===== src/rtl/key_cmd_pkg.sv =====
// key_cmd_pkg: shared types and constants for the timer front-end controller.
// Mode states, command codes, key slot indices, digit limits and reset presets.
package key_cmd_pkg;

  // Mode FSM encoding; the numeric values are visible on the debug state port.
  typedef enum logic [1:0] {
    ST_IDLE   = 2'd0,
    ST_SET    = 2'd1,
    ST_RUN    = 2'd2,
    ST_PAUSED = 2'd3
  } state_t;

  // Winner of the per-cycle priority encoder.
  typedef enum logic [2:0] {
    CMD_NONE  = 3'd0,
    CMD_LOAD  = 3'd1,
    CMD_PAUSE = 3'd2,
    CMD_UP    = 3'd3,
    CMD_DOWN  = 3'd4,
    CMD_TEN   = 3'd5,
    CMD_ONE   = 3'd6
  } cmd_t;

  // Slot of each button inside the packed press-event vector.
  localparam int NUM_KEYS  = 6;
  localparam int KEY_UP    = 0;  // key0
  localparam int KEY_DOWN  = 1;  // key1
  localparam int KEY_PAUSE = 2;  // key2
  localparam int KEY_TEN   = 3;  // key4
  localparam int KEY_ONE   = 4;  // key5
  localparam int KEY_LOAD  = 5;  // key6

  // Digit limits and the 15 s preset applied at reset.
  localparam logic [3:0] TEN_MAX = 4'd5;
  localparam logic [3:0] ONE_MAX = 4'd9;
  localparam logic [3:0] TEN_RST = 4'd1;
  localparam logic [3:0] ONE_RST = 4'd5;

  // Wrapping increment; anything at or above the limit returns to zero so a
  // digit can never leave its legal range.
  function automatic logic [3:0] digit_inc(input logic [3:0] d, input logic [3:0] max);
    return (d >= max) ? 4'd0 : d + 4'd1;
  endfunction

endpackage


===== src/rtl/key_debounce.sv =====
// key_debounce: 2-flop synchronizer, stability counter and one-cycle press
// event for a single active-low button. With KEY_AUTOREPEAT_EN defined, a held
// key also emits repeat events after HOLD_CYCLES and then every REPEAT_CYCLES.
module key_debounce #(
  parameter int DB_CYCLES     = 4
`ifdef KEY_AUTOREPEAT_EN
  ,
  parameter int HOLD_CYCLES   = 500,
  parameter int REPEAT_CYCLES = 200,
  parameter bit REPEAT_EN     = 1'b0
`endif
) (
  input  logic clk,
  input  logic rst_n,
  input  logic key_raw,
  output logic press
);

  localparam int CW = $clog2(DB_CYCLES + 1);

  logic          s1, s2;
  logic          db, db_d;
  logic [CW-1:0] cnt;
  logic          press_q;

  // Bring the asynchronous button into the clock domain; idle level is high.
  always_ff @(posedge clk) begin
    if (!rst_n) begin
      s1 <= 1'b1;
      s2 <= 1'b1;
    end else begin
      s1 <= key_raw;
      s2 <= s1;
    end
  end

  // Accept a new level only after it has differed for DB_CYCLES edges in a row.
  always_ff @(posedge clk) begin
    if (!rst_n) begin
      db  <= 1'b1;
      cnt <= '0;
    end else if (s2 == db) begin
      cnt <= '0;
    end else if (cnt == CW'(DB_CYCLES - 1)) begin
      db  <= s2;
      cnt <= '0;
    end else begin
      cnt <= cnt + 1'b1;
    end
  end

  // Registered falling-edge detect on the debounced level: one pulse per press.
  always_ff @(posedge clk) begin
    if (!rst_n) begin
      db_d    <= 1'b1;
      press_q <= 1'b0;
    end else begin
      db_d    <= db;
      press_q <= db_d & ~db;
    end
  end

`ifdef KEY_AUTOREPEAT_EN
  localparam int RMAX = (HOLD_CYCLES > REPEAT_CYCLES) ? HOLD_CYCLES : REPEAT_CYCLES;
  localparam int RW   = $clog2(RMAX + 1);

  logic [RW-1:0] rcnt;
  logic          rep_phase;
  logic          rep_q;

  // Hold/repeat timer: runs while the key stays down, cleared the moment the
  // synchronized input reads released so repeats stop without waiting for debounce.
  always_ff @(posedge clk) begin
    if (!rst_n) begin
      rcnt      <= '0;
      rep_phase <= 1'b0;
      rep_q     <= 1'b0;
    end else begin
      rep_q <= 1'b0;
      if (!REPEAT_EN || db || s2) begin
        rcnt      <= '0;
        rep_phase <= 1'b0;
      end else if (rcnt == (rep_phase ? RW'(REPEAT_CYCLES) : RW'(HOLD_CYCLES))) begin
        rcnt      <= RW'(1);
        rep_phase <= 1'b1;
        rep_q     <= 1'b1;
      end else begin
        rcnt <= rcnt + 1'b1;
      end
    end
  end

  assign press = press_q | rep_q;
`else
  assign press = press_q;
`endif

endmodule


===== src/rtl/key_cmd_ctrl.sv =====
// key_cmd_ctrl: button front-end for timer_60s. Debounces six active-low keys,
// picks one event per cycle by fixed priority and runs the IDLE/SET/RUN/PAUSED
// mode FSM that drives en, pause, dir_up, the preset digits and the load strobe.
// Optional feature macro: KEY_AUTOREPEAT_EN (auto-repeat on key4/key5).
// The press events are single-cycle strobes with no back-pressure: the FSM
// consumes at most one per cycle and any simultaneous lower-priority strobe is lost.
module key_cmd_ctrl
  import key_cmd_pkg::*;
#(
  parameter int CLK_HZ      = 50_000_000,
  parameter int DEBOUNCE_MS = 20,
  parameter int HOLD_MS     = 500,
  parameter int REPEAT_MS   = 200
) (
  input  logic       clk_50M,
  input  logic       rst_n,
  input  logic       key0,
  input  logic       key1,
  input  logic       key2,
  input  logic       key4,
  input  logic       key5,
  input  logic       key6,
  input  logic       done,
  output logic       en,
  output logic       pause,
  output logic       dir_up,
  output logic [3:0] ten,
  output logic [3:0] one,
  output logic       load,
  output logic [1:0] state
);

  localparam int DB_CYCLES = CLK_HZ / 1000 * DEBOUNCE_MS;

  // Every timing parameter must resolve to at least one clock cycle.
  if (DB_CYCLES < 1 || HOLD_MS < 1 || REPEAT_MS < 1) begin : g_bad_cfg
    $error("key_cmd_ctrl: timing parameters must resolve to at least one cycle");
  end

`ifdef KEY_AUTOREPEAT_EN
  localparam int HOLD_CYCLES   = CLK_HZ / 1000 * HOLD_MS;
  localparam int REPEAT_CYCLES = CLK_HZ / 1000 * REPEAT_MS;
`endif

  logic [NUM_KEYS-1:0] raw_keys;
  logic [NUM_KEYS-1:0] press;
  cmd_t                cmd;
  state_t              st;

  always_comb begin
    raw_keys            = '1;
    raw_keys[KEY_UP]    = key0;
    raw_keys[KEY_DOWN]  = key1;
    raw_keys[KEY_PAUSE] = key2;
    raw_keys[KEY_TEN]   = key4;
    raw_keys[KEY_ONE]   = key5;
    raw_keys[KEY_LOAD]  = key6;
  end

  for (genvar g = 0; g < NUM_KEYS; g++) begin : g_key
    key_debounce #(
      .DB_CYCLES     (DB_CYCLES)
`ifdef KEY_AUTOREPEAT_EN
      ,
      .HOLD_CYCLES   (HOLD_CYCLES),
      .REPEAT_CYCLES (REPEAT_CYCLES),
      .REPEAT_EN     ((g == KEY_TEN) || (g == KEY_ONE))
`endif
    ) u_db (
      .clk     (clk_50M),
      .rst_n   (rst_n),
      .key_raw (raw_keys[g]),
      .press   (press[g])
    );
  end

  // Priority encoder: key6 > key2 > key0 > key1 > key4 > key5.
  always_comb begin
    cmd = CMD_NONE;
    if      (press[KEY_LOAD])  cmd = CMD_LOAD;
    else if (press[KEY_PAUSE]) cmd = CMD_PAUSE;
    else if (press[KEY_UP])    cmd = CMD_UP;
    else if (press[KEY_DOWN])  cmd = CMD_DOWN;
    else if (press[KEY_TEN])   cmd = CMD_TEN;
    else if (press[KEY_ONE])   cmd = CMD_ONE;
  end

  // Mode FSM; en/pause are written alongside every state change so they always
  // equal the decode of the registered state. load defaults low each cycle.
  always_ff @(posedge clk_50M) begin
    if (!rst_n) begin
      st     <= ST_IDLE;
      en     <= 1'b0;
      pause  <= 1'b0;
      dir_up <= 1'b1;
      load   <= 1'b0;
      ten    <= TEN_RST;
      one    <= ONE_RST;
    end else begin
      load <= 1'b0;
      case (st)
        ST_IDLE, ST_SET: begin
          case (cmd)
            CMD_LOAD: begin
              st   <= ST_IDLE;
              load <= 1'b1;
            end
            CMD_UP: begin
              st     <= ST_RUN;
              en     <= 1'b1;
              dir_up <= 1'b1;
              load   <= 1'b1;
            end
            CMD_DOWN: begin
              st     <= ST_RUN;
              en     <= 1'b1;
              dir_up <= 1'b0;
              load   <= 1'b1;
            end
            CMD_TEN: begin
              st  <= ST_SET;
              ten <= digit_inc(ten, TEN_MAX);
            end
            CMD_ONE: begin
              st  <= ST_SET;
              one <= digit_inc(one, ONE_MAX);
            end
            default: ;
          endcase
        end
        ST_RUN: begin
          if (done) begin
            st <= ST_IDLE;
            en <= 1'b0;
          end else begin
            case (cmd)
              CMD_LOAD: begin
                st <= ST_IDLE;
                en <= 1'b0;
              end
              CMD_PAUSE: begin
                st    <= ST_PAUSED;
                pause <= 1'b1;
              end
              CMD_UP: begin
                dir_up <= 1'b1;
                load   <= 1'b1;
              end
              CMD_DOWN: begin
                dir_up <= 1'b0;
                load   <= 1'b1;
              end
              default: ;
            endcase
          end
        end
        ST_PAUSED: begin
          case (cmd)
            CMD_LOAD: begin
              st    <= ST_IDLE;
              en    <= 1'b0;
              pause <= 1'b0;
            end
            CMD_PAUSE: begin
              st    <= ST_RUN;
              pause <= 1'b0;
            end
            default: ;
          endcase
        end
        default: begin
          st    <= ST_IDLE;
          en    <= 1'b0;
          pause <= 1'b0;
        end
      endcase
    end
  end

  assign state = st;

endmodule


===== config.mk =====
export PLATFORM = sky130hd
export DESIGN_NAME = key_cmd_ctrl
export DESIGN_NICKNAME = d
export VERILOG_FILES = /design/src/rtl/key_cmd_pkg.sv /design/src/rtl/key_debounce.sv /design/src/rtl/key_cmd_ctrl.sv
export SDC_FILE = /design/constraint.sdc
export NUM_CORES = 1
export LEC_CHECK = 0
export CORE_MARGIN = 2
export CORE_UTILIZATION = 60
export DETAILED_ROUTE_END_ITERATION = 10
export PLACE_DENSITY = 0.76
export SLEW_MARGIN = 20
export SYNTH_ARGS = -nofsm -noshare
export SYNTH_HDL_FRONTEND = slang
export SYNTH_SLANG_ARGS = --single-unit

===== constraint.sdc =====
create_clock -name clk_50M -period 5.51 [get_ports clk_50M]
set_input_delay 1.3775 -clock clk_50M [delete_from_list [all_inputs] [get_ports clk_50M]]
set_output_delay 1.3775 -clock clk_50M [all_outputs]
set_load 0.005 [all_outputs]

==> flow_metrics.py <==
metrics = {
    "placed_design": {
        "dpl.hpwl_mm": 9.277,
        "place.gp.congestion": 0.8374,
        "io_buffers": 22,
    },
    "die": {
        "die_h_um": 112.5,
        "die_area_um2": 12660,
        "placementRows": 39,
        "initial_core_util_pct": 61.63,
        "num_io_pins": 23,
        "die_w_um": 112.5,
        "core_um2": 11470,
    },
    "critical_path": {
        "reg2reg_setup_slack_ns": 3.28,
        "cp.required_ns": 5.84,
        "reg2regPathDepth": 4,
        "cp.arrival_ns": 3.24,
        "worstSetupPathType": "in2reg",
        "startpoint_type": "input port",
        "crit_path_max_fanout": 23,
        "end_kind": "flop",
    },
    "synth": {
        "syn_avg_cell_area_um2": 8.746,
        "synthesis.area_um2": 7067,
        "syn_inst": 808,
        "ys_seq_elements": 164,
        "yosysWarnings": 0,
        "synth-async-reset-ratio_pct": 0,
        "ys_types": 51,
        "synth_flop_cell": "dfxtp_1",
        "synth_edf_count": 0,
        "ys_seq_area_share_pct": 46.46,
        "synth_nets": 829,
    },
    "detailed_routing": {
        "vias": 5771,
        "viasPerCell": 5.853,
        "final_antenna_net_count": 0,
        "post-route-drc-count": 0,
        "dr.pass1.iters": 5,
        "drt_wl_total_mm": 14.01,
        "wl_per_cell_um": 14.20,
        "drtIter0Drc": 467,
    },
    "grt": {
        "grt_max_degree": 24,
        "grt_pass1_wl_mm": 24.11,
        "grt_pass1_vias": 5405,
        "antenna_found_initial": 0,
        "grt.overflow.total": 0,
        "grt_usage_pct": 23.11,
    },
    "clock_network": {
        "clk_pin_slew_worst_paths_ns": 0.06,
        "clk_latency_ns": 0.42,
        "ctsResizeCount": 0,
        "post-cts-setup-buffers": 0,
        "cts_tree": "done",
        "clockBufferDepth": 2,
        "cts_hold_buf": 0,
        "cts-root-buf": "clkbuf_16",
        "numCtsBuffers": 17,
        "cts.sinks": 164,
        "htreeDepth": 4,
    },
    "final_layout": {
        "antennaDiodeCount": 0,
        "drive_above_1_share_pct": 6.050,
        "mostFrequentLayoutCells": "164 x dfxtp_1, 91 x nor2_1, 53 x a21oi_1",
        "fin_nets": 851,
        "fillCellCount": 884,
        "layout_commonest_cell": "dfxtp_1",
        "synthToLayoutAreaGrowth_pct": 14.24,
    },
    "pwr": {
        "switching_share_pct": 19.19,
        "p_per_area_nw_per_um2": 316.5,
        "clkPwrFrac_pct": 52.0,
        "power_switching_uw": 490.4,
        "combPwrFrac_pct": 1.2,
        "finalPower_uw": 2555,
        "p_seq_share_pct": 46.8,
        "p_leak_uw": 0.002618,
        "p_int_uw": 2065,
        "max-vdd-ir-drop_mv": 0.3814,
    },
    "run_status": {
        "status": "finished clean",
    },
    "timing": {
        "slew_viol_final": 0,
        "setup-violations-final": 0,
        "hold_viol_final": 0,
        "relSlewSlack_pct": 42.25,
        "fmaxAchievable_mhz": 344.2,
        "final.min_clock_period_ns": 2.906,
        "tightest_slew_ns": 0.8636,
        "rsz0062_at_grt": "false",
        "fin_skew_ns": 0.005033,
        "fin_crit_sh_pct": 52.73,
        "tns_ns": 0,
    },
    "job": {
        "maxCapViolations": 0,
    },
    "hold_path": {
        "hold_depth": 2,
        "hp-class": "reg2reg",
    },
}
[synth_stat cells, drive strengths merged (2+ instances only)]
cell	n	area share, %
and3	11	0.99
o21bai	2	0.21
nand4	26	2.3
nand4b	3	0.37
nor3b	2	0.21
xor2	37	4.6
o21ai	38	2.7
nor2	91	4.8
a21oi	54	3.9
nor3	13	0.92
or2	4	0.35
nor4b	7	0.87
o311ai	6	0.74
inv	44	2.3
nand2	46	2.4
nand2b	20	1.8
o211ai	9	1.0
o31ai	16	1.7
dfxtp	164	46
and4	11	1.4
xnor2	33	4.1
ha	12	2.1
nor4	8	0.71
buf	9	0.78
clkbuf	17	0.90
or4b	3	0.42
and2	6	0.53
nand3	51	3.7
or3	30	2.7
or4	25	2.8
[cell type report]
cell class	count	area, µm²	share of cell area (%)
repair buffers	29	272.8	3.379
clock inverters	13	230.2	2.852
inverters	44	165.2	2.046
well taps	143	178.9	2.216
multi-input cells	574	3500	43.35
clock buffers	19	442.9	5.487
flip-flops and latches	164	3283	40.67
[sequential cells by signal, summed over array words and instances (netlist names)]
signal,cells
dir_up,1
en,1
g_key.u_db.cnt,120
g_key.u_db.db,6
g_key.u_db.db_d,6
g_key.u_db.press,6
g_key.u_db.s1,6
g_key.u_db.s2,6
load,1
one,4
pause,1
state,2
ten,4
[worst paths after layout]
kind                                             from                     to
worst max-delay path                            rst_n  g_key[2].u_db.cnt[18]
worst min-delay path               g_key[2].u_db.db_d    g_key[2].u_db.press
worst max register to register  g_key[2].u_db.cnt[10]  g_key[2].u_db.cnt[18]
worst min register to register     g_key[2].u_db.db_d    g_key[2].u_db.press
[power groups by stage]
| stage | logic [µW] | registers, µW | clock network, µW |
|---|---|---|---|
| after floorplan | 17.5 | 1220 | 0 |
| after CTS | 31.4 | 1200 | 1340 |
| after detailed placement | 31.1 | 1220 | 0 |
| after global placement | 29.6 | 1220 | 0 |
| final | 31.2 | 1200 | 1330 |
| after global routing | 34.7 | 1200 | 1400 |
[through the flow]
step	instance area (µm²)	setup WS (ns)	cells	hold slack, ns	util, %
finish	8073	2.604	986	0.4084	70.40
global placement	7400	2.274	954	0.3892	64.53
global route	8073	2.362	986	0.4209	70.40
CTS	8073	2.587	986	0.4092	70.40
floorplan	7067	3.183	808	0.3863	-
detailed placement	7400	2.146	954	0.3979	64.53
[cells by family (layout without fill, tap and decap cells)]
logic type | after synthesis | after routing | share of synthesized area [%]
and+or+nand+nor | 361 | 361 | 27.73
DFF | 164 | 164 | 46.46
AOI/OAI and AO/OA | 130 | 130 | 10.85
xor gates and xnor gates | 70 | 70 | 8.676
buffers and inverters | 70 | 105 | 4.019
adders and majority gates | 12 | 12 | 2.125
muxes | 1 | 1 | 0.1416
[metal layers]
metal	share of wire (%)	up-vias	track usage (%)
li1	-	2908	-
met3	3.9	23	6.425
met2	51	97	39.04
met1	44	2743	27.87
met5	0	-	0
met4	1.6	0	9.512
[critical path: stages]
cell	delay, ns
clkdlybuf4s50_1	1.03
o211ai_2	0.55
a21oi_1	0.27
(Power assumes the default switching activity.)
